[src/rtl/mux_rr_arbiter.sv]
// mux_rr_arbiter: two-input round-robin arbiter in front of a shared
// two_by_one_mux datapath, with a single registered output stage.
//
// Optional feature macro: MUX_ARB_BURST_EN
//   defined   -> on a tie the last-served source keeps the grant for up to
//                MAX_BURST consecutive beats.
//   undefined -> strict alternation on every tie; no beat counter exists.
//
// Handshake: a beat moves on a port in a cycle where its valid and ready
// are both high at the rising edge. Input readies are combinational from
// the valid inputs, m_ready_in and internal state; producers must not make
// valid depend on ready. The output stage loads whenever it is empty or
// being drained in the same cycle (load = !m_valid_out | m_ready_in).
//
// state_out exposes the arbiter FSM (0 = IDLE, 1 = OWN_X, 2 = OWN_Y).

// One bit of the shared select datapath.
module two_by_one_mux (
  input  logic a,
  input  logic b,
  input  logic sel,
  output logic y
);
  // sel = 0 passes a (X), sel = 1 passes b (Y).
  assign y = sel ? b : a;
endmodule

module mux_rr_arbiter #(
  parameter int WIDTH     = 8,
  parameter int MAX_BURST = 4
) (
  input  logic             clk_in,
  input  logic             reset_in,
  input  logic             x_valid_in,
  input  logic [WIDTH-1:0] x_data_in,
  output logic             x_ready_out,
  input  logic             y_valid_in,
  input  logic [WIDTH-1:0] y_data_in,
  output logic             y_ready_out,
  output logic             m_valid_out,
  output logic [WIDTH-1:0] m_data_out,
  output logic             m_src_out,
  input  logic             m_ready_in,
  output logic             sel_out,
  output logic [1:0]       state_out
);

  typedef enum logic [1:0] {
    IDLE  = 2'd0,
    OWN_X = 2'd1,
    OWN_Y = 2'd2
  } state_t;

  state_t           state_q;
  state_t           state_d;
  logic             last_q;    // last served source: 0 = X, 1 = Y
  logic             sel_q;     // select held between accepts
  logic             load;
  logic             accept;
  logic             win_y;     // winner of this cycle: 0 = X, 1 = Y
  logic             keep_last; // tie resolved in favour of last_q
  logic [WIDTH-1:0] mux_y;

`ifdef MUX_ARB_BURST_EN
  localparam logic [3:0] BURST_LIMIT = 4'(MAX_BURST);
  logic [3:0] cnt_q;

  // A zero count only occurs straight out of reset, when no source has been
  // served yet; the tie then alternates so that X wins the first one.
  assign keep_last = (cnt_q != 4'd0) && (cnt_q < BURST_LIMIT);
`else
  logic [3:0] unused_max_burst;
  assign unused_max_burst = 4'(MAX_BURST);
  assign keep_last        = 1'b0;
`endif

  assign load   = !m_valid_out || m_ready_in;
  assign accept = !reset_in && load && (x_valid_in || y_valid_in);

  // Pick the winner from the valid inputs and the round-robin pointer.
  always_comb begin
    win_y = 1'b0;
    case ({x_valid_in, y_valid_in})
      2'b10:   win_y = 1'b0;
      2'b01:   win_y = 1'b1;
      2'b11:   win_y = keep_last ? last_q : !last_q;
      default: win_y = 1'b0;
    endcase
  end

  assign x_ready_out = accept && !win_y;
  assign y_ready_out = accept &&  win_y;

  // The select only moves when a word is actually taken, so the shared mux
  // never switches under a held output.
  assign sel_out = reset_in ? 1'b0 : (accept ? win_y : sel_q);

  // Shared datapath: one mux per data bit.
  for (genvar i = 0; i < WIDTH; i++) begin : g_mux
    two_by_one_mux u_mux (
      .a   (x_data_in[i]),
      .b   (y_data_in[i]),
      .sel (sel_out),
      .y   (mux_y[i])
    );
  end

  // FSM next state: only moves on cycles where the output stage can load.
  always_comb begin
    state_d = state_q;
    if (load) begin
      if (accept) state_d = win_y ? OWN_Y : OWN_X;
      else        state_d = IDLE;
    end
  end

  // FSM state register.
  always_ff @(posedge clk_in) begin
    if (reset_in) state_q <= IDLE;
    else          state_q <= state_d;
  end

  assign state_out = state_q;

  // Output stage, round-robin pointer and held select.
  always_ff @(posedge clk_in) begin
    if (reset_in) begin
      m_valid_out <= 1'b0;
      m_data_out  <= '0;
      m_src_out   <= 1'b0;
      last_q      <= 1'b1;
      sel_q       <= 1'b0;
    end else begin
      sel_q <= sel_out;
      if (accept) begin
        m_valid_out <= 1'b1;
        m_data_out  <= mux_y;
        m_src_out   <= win_y;
        last_q      <= win_y;
      end else if (load) begin
        m_valid_out <= 1'b0;
      end
    end
  end

`ifdef MUX_ARB_BURST_EN
  // Consecutive beats granted to last_q, saturating at 15.
  always_ff @(posedge clk_in) begin
    if (reset_in) begin
      cnt_q <= 4'd0;
    end else if (accept) begin
      if (win_y == last_q) cnt_q <= (cnt_q == 4'd15) ? 4'd15 : cnt_q + 4'd1;
      else                 cnt_q <= 4'd1;
    end
  end
`endif

endmodule

[config.mk]
export PLATFORM = sky130hd
export DESIGN_NAME = mux_rr_arbiter
export DESIGN_NICKNAME = d
export VERILOG_FILES = /design/src/rtl/mux_rr_arbiter.sv
export SDC_FILE = /design/constraint.sdc
export NUM_CORES = 1
export LEC_CHECK = 0
export ABC_AREA = 1
export BUFFER_PORTS_ARGS = -buffer_cell sky130_fd_sc_hd__buf_2
export CORE_UTILIZATION = 43
export CTS_CLUSTER_SIZE = 8
export DETAILED_ROUTE_END_ITERATION = 10
export GPL_ROUTABILITY_DRIVEN = 0
export PLACE_DENSITY = 0.76
export RECOVER_POWER = 100
export SYNTH_ARGS = -nofsm -noshare
export SYNTH_HDL_FRONTEND = slang
export SYNTH_SLANG_ARGS = --single-unit
[constraint.sdc]
create_clock -name clk_in -period 1.45 [get_ports clk_in]
set_input_delay 0 -clock clk_in [delete_from_list [all_inputs] [get_ports clk_in]]
set_output_delay 0 -clock clk_in [all_outputs]
set_load 0.02 [all_outputs]
* After elaboration in Yosys (flattened, before gate mapping) *
Cells that the tools add are included.

word-level totals
  logic and storage cells = 34
  output and inout port bits = 15
  register bits after elaboration = 14
  input bits = 21

cells by class
  muxes and demuxes = 15
  reduce and logical (&&, ||, !) cells = 11
  eq/ne operators = 2

operators by type and width
  kind                                                                    count
  1-bit two-way mux                                                       12
  1-bit logical AND                                                       4
  1-bit zero test                                                         4
  2-bit two-way mux                                                       2
  2-bit by 1-bit equality test with 1-bit output (second input constant)  1
  2-bit equality test (second input constant)                             1
  1-bit logical OR                                                        2
  1-bit case mux with 2 select lines                                      1
  2-bit nonzero test                                                      1

* Logic depth before layout (Yosys ltp) *
Gate-level depths: netlist of run 1.

  depth in word-level cells = 7
  gate-level depth with buffers = 8
  mapped depth without buffers = 8

* Cells and area by module *
A second synthesis of run 1 with hierarchy kept.

unflattened totals
  cell total of the unflattened synthesis = 103
  area, all modules = 665.6 µm²

modules (own cells, without submodules)
  module          sequential area each (µm²)  times used  area each (µm²)  cells an instance
  mux_rr_arbiter  280.3                       1           545.5            71
  two_by_one_mux  0.0                         8           15.0             4

* Worst setup path after synthesis of run 1 *
No wires, ideal clock.

  path type = register to register
  start = reg m_valid_out
  end = reg m_data_out[0]
  slack = 0.268 ns
  clock period less this slack = 1.182 ns
  arrival time = 1.070 ns
  buffers on the path = 0
  data required time = 1.338 ns
  library setup time = 0.112 ns
  stages on the path, launching flop included = 8
  cells stage by stage = dfxtp_1 nand2_1 nand3_4 nand2_4 nand3_4 nand2_1 nand2_1 nand2_1

on the way
  longest elaborated chain between the ends = 7

ends and longest elaborated chain
  element                              RTL line  RTL
  start, declared                      40        output logic m_valid_out,
  start signal, assigned               128       m_valid_out <= 1'b0;
  start signal, assigned               136       m_valid_out <= 1'b1;
  start signal, assigned               141       m_valid_out <= 1'b0;
  1-bit zero test (*)                  77        assign load = !m_valid_out || m_ready_in;
  1-bit logical OR (*)                 77
  1-bit logical AND (*) (2 in series)  78        assign accept = !reset_in && load && (x_valid_in || y_valid_in);
  1-bit two-way mux (2 in series)      96        assign sel_out = reset_in ? 1'b0 : (accept ? win_y : sel_q);
  1-bit two-way mux                    25        assign y = sel ? b : a;
  end signal, assigned                 137       m_data_out <= mux_y;
  end, declared                        41        output logic [WIDTH-1:0] m_data_out,

Mark *: on every way between the ends. The rest lies on a longest branch, timed or not.
A chain may end at the register's enable or synchronous reset.

* Worst setup path after layout of run 1 *
  start = in reset_in
  end = out x_ready_out

on the way
  longest elaborated chain between the ends = 4

ends and longest elaborated chain
  element                          RTL line  RTL
  start, declared                  33        input logic reset_in,
  1-bit zero test                  78
  1-bit logical AND (2 in series)  78
  1-bit logical AND                91        assign x_ready_out = accept && !win_y;
  end, declared                    36        output logic x_ready_out,

Every way passes these cells.

==> summary.md, run 1 <==
| Metric | Value |
|---|---|
| Outcome | finished clean |
| WHS | 7.15 ps |
| DR pass1 iterations | 4 |
| Layout cells sized above 1 | 25.2% |
| DIE WIDTH | 42.8 µm |
| YS warnings | 0 |
| Rows | 14 |
| Mapped cell area | 717 µm² |
| Max Root-Sink Buffers | 2 |
| Initial DRC count | 6 |
| Crit Path Class | primary input to output port |
| Post-DP HPWL | 1080 µm |
| Critical Path RT | 1450 ps |
| Compound-Gate Fraction of Synth Area | 9.08% |
| First-pass GRT wire length | 2680 µm |
| Total core area | 1520 µm² |
| HP Class | primary input to flop |
| Vias per cell | 4.70 |
| Critical Path, Cell by Cell | dlygate4sd3_1 > buf_2 > nor2_2 > nand3_2 > inv_1 > clkbuf_1 |
| Ys flop type | dfxtp_1 |
| Initial Util | 47.0% |
| CP Capture Type | output port |
| Global route overflow | 0 |
| Diodes inserted | 0 |
| Residual DRC | 0 |
| Max Fclk | 745 MHz |
| Fin crit period | 1340 ps |
| Largest net degree at the start of global routing | 20 |
| Max capacitance violation total | 0 |
| PD cells | 948 nW/µm² |
| CTS Buf Count | 3 |
| Share of the synthesized area in the top cell type | 39.1% |
| Synthesized instance count | 105 |
| CTS root buf | clkbuf_4 |
| Pins Over Slew Limit | 0 |
| Yosys top cell by area | dfxtp_1 |
| Final ANT Viol Nets | 0 |
| Mux share of post-synthesis cell area | 0% |
| GRT Overall Usage | 19.4% |
| Fin crit share | 92.5% |
| Delay-heaviest family, CP | buffers and inverters |
| CP Max Fanout | 6 |
| Final Hold Fails | 0 |
| Post-Synth Simple-Gate Area | 34.0% |
| Clock sinks | 14 |
| Syn avg cell area | 6.83 µm² |
| Synth Area in Adders | 0% |
| CP max stage cell | dlygate4sd3_1 |
| Vias in the first global route | 661 |
| Leak | 0.614 nW |
| IO Count | 36 |
| Largest family of logic cells by synthesized area | simple AND/OR/NAND/NOR gates |
| Synth area leaders | dfxtp_1 (39%), nand2_1 (17%), inv_1 (14%) |
| TritonCTS clock tree | built |
| Top-count cell post-synth | nand2_1 |
| Synth unique cells | 15 |
| Die Y | 42.8 µm |
| Seq/Total Area, Yosys | 39.1% |
| Clock Skews | 5.47 ps |
| Input/output buffers | 35 |
| Final nets | 177 |
| Yosys reg bits | 14 |
| Routed WL | 1760 µm |
| Final Util | 68.0% |
| Critical path buffer and inverter count | 4 |
| Htree depth | 1 |
| Total power | 0.982 mW |
| Rel. slew slack | 80.3% |
| Mapped Nets | 126 |
| Skew-Pair Late Insertion Delay | 280 ps |
| Initial antenna violation count | 0 |
| Area Growth Syn to Fin | 44.5% |
| WP data arrival | 1340 ps |
| Routed length per instance | 10.3 µm |
| Die ar. | 1830 µm² |
| Tightest Pin Transition | 297 ps |
| Ys async rst share | 0% |
| Vias post-DR | 804 |
| Setup TNS Final | 0 ps |
| Xor and xnor area share after synthesis | 0% |
| RSZ-0062 raised after global routing | false |
| Commonest cells post-synth | nand2_1 (32), inv_1 (26), dfxtp_1 (14) |
| Setup-failing EPs final | 0 |
| Slowest stage delay, CP | 540 ps |
| Startpoint Class | primary input |
| Reg clk slew, reported paths | 80 ps |
| VDD IR-drop max | 0.994 mV |
| Number of synthesized flops with an enable pin | 0 |
## cells by family (layout without fill, tap and decap cells)
family	Yosys count	in the layout
buf+inv	30	80
flops	14	14
compound gates	11	11
simple gates	50	50
## routing by layer
metal	wire length, µm	track usage, %	share of wire [%]
met1	723	20.2	41
met2	931	35.5	53
met3	93	7.23	5.3
met4	14	5.63	0.79
met5	0	0	0
## worst register-to-register path: stages (launching register included)
cell	delay [ps]
dfxtp_1	320
nand2_1	190
nand3_2	190
nand3_4	120
clkbuf_2	180
nand2_1	60
nand2_1	60
nand2_1	40
## worst paths after layout
path	startpoint	end	slack [ps]	cells after the start
worst min-delay path	x_data_in[4]	m_data_out[4]	7	5
worst max register to register	m_valid_out	m_data_out[7]	190	7
worst min register to register	m_data_out[6]	m_data_out[6]	470	2
worst max-delay path	reset_in	x_ready_out	110	6
## layout by cell type (no fill, tap or decap)
master          n
nor2_1          2
nand3_4         2
a31oi_1         8
nor2_2          1
clkbuf_4        3
clkbuf_2        3
nand2_1        32
dlygate4sd3_1   8
nand2_2         1
inv_8           1
buf_4           4
clkbuf_1       13
a21oi_1         3
nand3_2         1
clkbuf_8        1
nand3_1        10
clkinvlp_2      1
nand2_4         1
buf_2          20
dfxtp_1        14
inv_1          26
## metrics by stage
step / setup slack, ps / area (µm²) / cells
floorplan: 268 / 717 / 105
global placement: 265 / 892 / 154
detailed placement: 224 / 892 / 154
CTS: 28.5 / 1020 / 167
global route: 42.4 / 1040 / 171
finish: 109 / 1040 / 171
## layout make-up
class                           instances  area [µm²]
Clock buffer                            4        36.3
Sequential cell                        14         280
Fill cell                             152         488
Tap cell                               16        20.0
Inverter                               28         114
Multi-Input combinational cell         61         312
Timing Repair Buffer                   48         274
## where the power goes
group | internal [mW] | total [mW] | switching, mW
registers | 0.422 | 0.439 | 0.0177
logic | 0.103 | 0.262 | 0.160
clock network | 0.153 | 0.280 | 0.128
## what timing repair did
item,CTS,global route
hold endpoints to repair,10,0
hold buffers,8,0
pin swaps,1,2
buffers inserted,1,4
gates resized for setup,0,4
setup endpoints to repair,1,2
## state kept, by name, indices dropped and copies added, names as in the netlist
register,count
m_data_out,8
state_out,2
last_q,1
m_src_out,1
m_valid_out,1
sel_q,1
(Power assumes the default switching activity.)
==> run 2: changes to the inputs <==
- BUFFER_PORTS_ARGS: -buffer_cell sky130_fd_sc_hd__buf_2 -> not set
- CORE_UTILIZATION: 43 -> 55
- DONT_BUFFER_PORTS: not set -> 1
- GPL_TIMING_DRIVEN: not set -> 0
- PLACE_DENSITY: 0.76 -> 0.7
==> summary.md, run 2 (synthesis gave the netlist of run 1 again) <==
| Metric | Value |
|---|---|
| PD cells | 929 nW/µm² |
| Reg2reg start | m_valid_out |
| Clk pwr share | 24.5% |
| Final ANT Viol Nets | 0 |
| Routed length per instance | 12.5 µm |
| Reg clk slew, reported paths | 80 ps |
| FF-to-FF path depth | 6 |
| TritonCTS clock tree | built |
| Area Growth Syn to Fin | 33.9% |
| CTS root buf | clkbuf_4 |
| Max capacitance violation total | 0 |
| Htree depth | 1 |
| Post-DP HPWL | 1000 µm |
| Final Hold Fails | 0 |
| Vias per cell | 5.22 |
| WP data arrival | 1380 ps |
| Layout cells sized above 1 | 10.9% |
| Delay-heaviest family, CP | buffers and inverters |
| Pins Over Slew Limit | 0 |
| Tightest Pin Transition | 460 ps |
| Largest net degree at the start of global routing | 11 |
| Setup TNS Final | 0 ps |
| Initial antenna violation count | 0 |
| Fin crit share | 94.8% |
| Critical path buffer and inverter count | 3 |
| Internal power | 0.601 mW |
| RSZ-0062 raised after global routing | false |
| CP Capture Type | output port |
| Critical Path RT | 1450 ps |
| RR Endpoint | last_q |
| Comb pwr share | 21.4% |
| Largest register by flop count | m_data_out |
| Vias post-DR | 747 |
| Leak | 0.539 nW |
| Startpoint Class | primary input |
| Rows | 12 |
| Largest register FFs | 8 |
| Total core area | 1160 µm² |
| Leading cell type in the layout, fill and taps excluded | nand2_1 |
| CP Max Fanout | 10 |
| VDD IR-drop max | 0.620 mV |
| Rel. slew slack | 69.3% |
| Pre-CTS setup slack | 120 ps |
| Final WS setup | 74.7 ps |
| Final Util | 83.0% |
| Residual DRC | 0 |
| P_sw | 0.290 mW |
| Placed cell areas | 734 µm² |
| HP Class | primary input to flop |
| Skew-Pair Late Insertion Delay | 280 ps |
| Max Fclk | 727 MHz |
| R2R Setup Slk | 120 ps |
| Slowest stage delay, CP | 660 ps |
| Clock sinks | 14 |
| First-pass GRT wire length | 2700 µm |
| Hold EP | state_out[0] |
| CP dominant cell by count | nand3_4 |
| Fin crit period | 1380 ps |
| Vias in the first global route | 662 |
| Routed WL | 1790 µm |
| Most frequent cells in the layout | nand2_1 (31), inv_1 (25), dlygate4sd3_1 (20) |
| Sw frac | 32.6% |
| Die Y | 38.1 µm |
| CTS Buf Count | 3 |
| GRT Overall Usage | 27.5% |
| Critical Path, Cell by Cell | dlygate4sd3_1 > inv_4 > nand3_4 > nand2_4 > nand3_4 > inv_2 |
| Initial DRC count | 28 |
| Seq pwr share | 54.1% |
| Clock Skews | 4.50 ps |
| Global route overflow | 0 |
| Hold wc startpoint | y_valid_in |
| Worst hold path cell count | 3 |
| Input/output buffers | 0 |
| Final nets | 152 |
| Initial Util | 62.0% |
| CP max stage cell | dlygate4sd3_1 |
| Diodes inserted | 0 |
| Setup-failing EPs final | 0 |
| Max Root-Sink Buffers | 2 |
| DIE WIDTH | 38.1 µm |
| Final instance area | 960 µm² |
| Outcome | finished clean |
| Crit Path Class | primary input to output port |
| IO Count | 36 |
| Die ar. | 1450 µm² |
| DR pass1 iterations | 4 |
-- run 2: how the worst max path moves through the flow --
stage / startpoint / endpoint / slack [ps] / cells after the start
floorplan: m_valid_out / m_data_out[0] / 270 / 7
global placement: m_valid_out / m_data_out[7] / 150 / 7
detailed placement: m_valid_out / m_data_out[2] / 120 / 7
CTS: m_valid_out / sel_out / 20 / 5
global route: m_valid_out / last_q / 20 / 6
finish: reset_in / sel_out / 70 / 6
-- run 2: tightest hold or removal path, stage by stage --
cell,delay (ps)
nand2_1,100
nand3_2,160
nand2_1,60
-- run 2: final cells by class --
cell class | count | area [µm²]
Multi-Input combinational cell | 61 | 312
Inverter | 28 | 111
Clock buffer | 3 | 22.5
Sequential cell | 14 | 280
Tap cell | 14 | 17.5
Buffer | 2 | 8.76
Fill cell | 84 | 196
Timing Repair Buffer | 21 | 208
-- run 2: timing repair --
item	in CTS	in global routing
buffers inserted	0	1
endpoints found under the setup margin	1	2
resized for setup	1	2
hold buffers	20	0
pin swaps	0	1
endpoints found under the hold margin	14	0
-- run 2: metrics by stage --
stage | instances | power, mW | hold WS, ps
5_1_grt | 143 | 0.932 | 118
4_1_cts | 142 | 0.894 | 10.1
6_report | 143 | 0.891 | 82.6
3_5_place_dp | 119 | 0.632 | 73.1
3_3_place_gp | 119 | 0.627 | 70.5
2_1_floorplan | 105 | 0.605 | 69.1
-- run 2: power groups by stage --
stage	clock, mW	sequential (mW)	combinational, mW
2_1_floorplan	0	0.486	0.119
3_3_place_gp	0	0.491	0.137
3_5_place_dp	0	0.491	0.141
4_1_cts	0.225	0.482	0.187
5_1_grt	0.233	0.488	0.211
6_report	0.218	0.482	0.191
-- run 2: per-layer routing --
metal | GRT usage (%) | share of wire [%]
met3 | 3.49 | 5.2
met1 | 26.8 | 40
met5 | 0 | 0
met4 | 13.4 | 1.8
met2 | 54.7 | 52
==> run 3: changes to the inputs <==
- PLACE_DENSITY: 0.7 -> 0.76
==> summary.md, run 3 (synthesis gave the netlist of run 1 again) <==
| Metric | Value |
|---|---|
| Skew-Pair Late Insertion Delay | 270 ps |
| Global Route met1 Usage | 28.7% |
| Max capacitance violation total | 0 |
| Total core area | 1160 µm² |
| P_sw | 0.286 mW |
| Setup-failing EPs final | 0 |
| RSZ-0062 raised after global routing | false |
| Critical Path, Cell by Cell | nand2_2 > nand3_2 > nand3_4 > inv_2 |
| Routed WL | 1750 µm |
| CTS Buf Count | 3 |
| Die Y | 38.1 µm |
| VDD IR-drop max | 0.667 mV |
| Initial Util | 62.0% |
| TritonCTS clock tree | built |
| DR pass1 iterations | 4 |
| Fin crit period | 1340 ps |
| GR met2 Demand/Resource | 43.6% |
| Slowest stage delay, CP | 460 ps |
| HP Class | primary input to flop |
| Critical Path RT | 1450 ps |
| Clk pwr share | 24.1% |
| Area Growth Syn to Fin | 36.3% |
| Seq pwr share | 54.1% |
| Delay-heaviest family, CP | flip-flops |
| Gr busiest metal | met2 |
| Tightest Pin Transition | 246 ps |
| Max Fclk | 744 MHz |
| Pins Over Slew Limit | 0 |
| Diodes inserted | 0 |
| PD cells | 912 nW/µm² |
| Sw frac | 32.0% |
| Pre-CTS setup slack | 130 ps |
| WP data arrival | 1340 ps |
| Largest register FFs | 8 |
| Clock Skews | 0.875 ps |
| Vias in the first global route | 623 |
| Vias post-DR | 736 |
| CTS root buf | clkbuf_4 |
| DIE WIDTH | 38.1 µm |
| Post-DP HPWL | 984 µm |
| Die ar. | 1450 µm² |
| Leak | 0.550 nW |
| Critical path buffer and inverter count | 1 |
| Layout cells sized above 1 | 12.0% |
| Final ANT Viol Nets | 0 |
| Leading cell type in the layout, fill and taps excluded | nand2_1 |
| Largest net degree at the start of global routing | 11 |
| Htree depth | 1 |
| Initial antenna violation count | 0 |
| Outcome | finished clean |
| Rel. slew slack | 83.6% |
| Clock sinks | 14 |
| IO Count | 36 |
| Setup TNS Final | 0 ps |
| Final WS setup | 107 ps |
| Comb pwr share | 21.8% |
| Initial DRC count | 11 |
| Reg clk slew, reported paths | 80 ps |
| Vias per cell | 5.01 |
| Global route overflow | 0 |
| Startpoint Class | flop |
| Most frequent cells in the layout | nand2_1 (31), inv_1 (25), dlygate4sd3_1 (20) |
| Crit Path Class | flop to output port |
| Max Root-Sink Buffers | 2 |
| Fin crit share | 92.6% |
| Routed length per instance | 11.9 µm |
| Final instance area | 977 µm² |
| Internal power | 0.606 mW |
| Placed cell areas | 734 µm² |
| Final Hold Fails | 0 |
| Input/output buffers | 0 |
| Rows | 12 |
| Largest register by flop count | m_data_out |
| CP max stage cell | dfxtp_1 |
| Met3 Use GR | 9.88% |
| First-pass GRT wire length | 2500 µm |
| GRT Overall Usage | 26.3% |
| Final nets | 156 |
| Residual DRC | 0 |
| CP Capture Type | output port |
| CP Max Fanout | 10 |
[run 3: changes by cell type in the layout (fill, tap and decap cells not counted)]
| cell | delta |
|---|---|
| clkbuf_1 | +2 |
| buf_2 | +1 |
| buf_4 | +1 |
| clkinvlp_2 | +1 |
| clkinvlp_4 | -1 |
[run 3: layer usage]
metal	wire length (µm)	vias to the layer above
li1	-	377
met1	739	319
met2	873	36
met3	110	4
met4	27	0
met5	0	-
[run 3: final timing paths]
kind                    start      end  slack (ps)  depth (start not counted)
setup / recovery  m_valid_out  sel_out         110                          4
setup reg to reg  m_valid_out   last_q         200                          6
hold / removal       reset_in    sel_q          20                          3
hold reg to reg        last_q   last_q         530                          4
[run 3: per-stage QoR]
stage	power, mW	util, %	std cells	hold WS, ps
3_5_place_dp	0.632	63.5	119	72.0
6_report	0.891	84.5	147	15.1
5_1_grt	0.945	84.5	147	27.7
3_3_place_gp	0.628	63.5	119	70.2
2_1_floorplan	0.605	-	105	69.1
4_1_cts	0.888	82.1	141	1.63
[run 3: power groups by stage]
stage | logic [mW] | clock network, mW | registers, mW
3_3_place_gp | 0.137 | 0 | 0.490
5_1_grt | 0.215 | 0.242 | 0.487
3_5_place_dp | 0.140 | 0 | 0.491
6_report | 0.195 | 0.215 | 0.482
4_1_cts | 0.183 | 0.222 | 0.482
2_1_floorplan | 0.119 | 0 | 0.486
[run 3: worst reg2reg max path, delay by kind of cell, from the launching register on]
family / cells / cell delay, ps
buf+inv: 2 / 280
simple gates: 4 / 400
flops: 1 / 460
[run 3: timing repair]
item,in CTS,in global routing
hold buffers,19,1
setup buffers,0,5
endpoints found under the hold margin,13,1
resized for setup,1,2
endpoints found under the setup margin,1,2
pin swaps,0,1
[run 3: final cells by class]
cell class / count / area [µm²]
Multi-Input combinational cell: 61 / 312
Sequential cell: 14 / 280
Timing Repair Buffer: 25 / 226
Fill cell: 73 / 179
Inverter: 28 / 109
Clock buffer: 3 / 22.5
Tap cell: 14 / 17.5
Buffer: 2 / 10.0
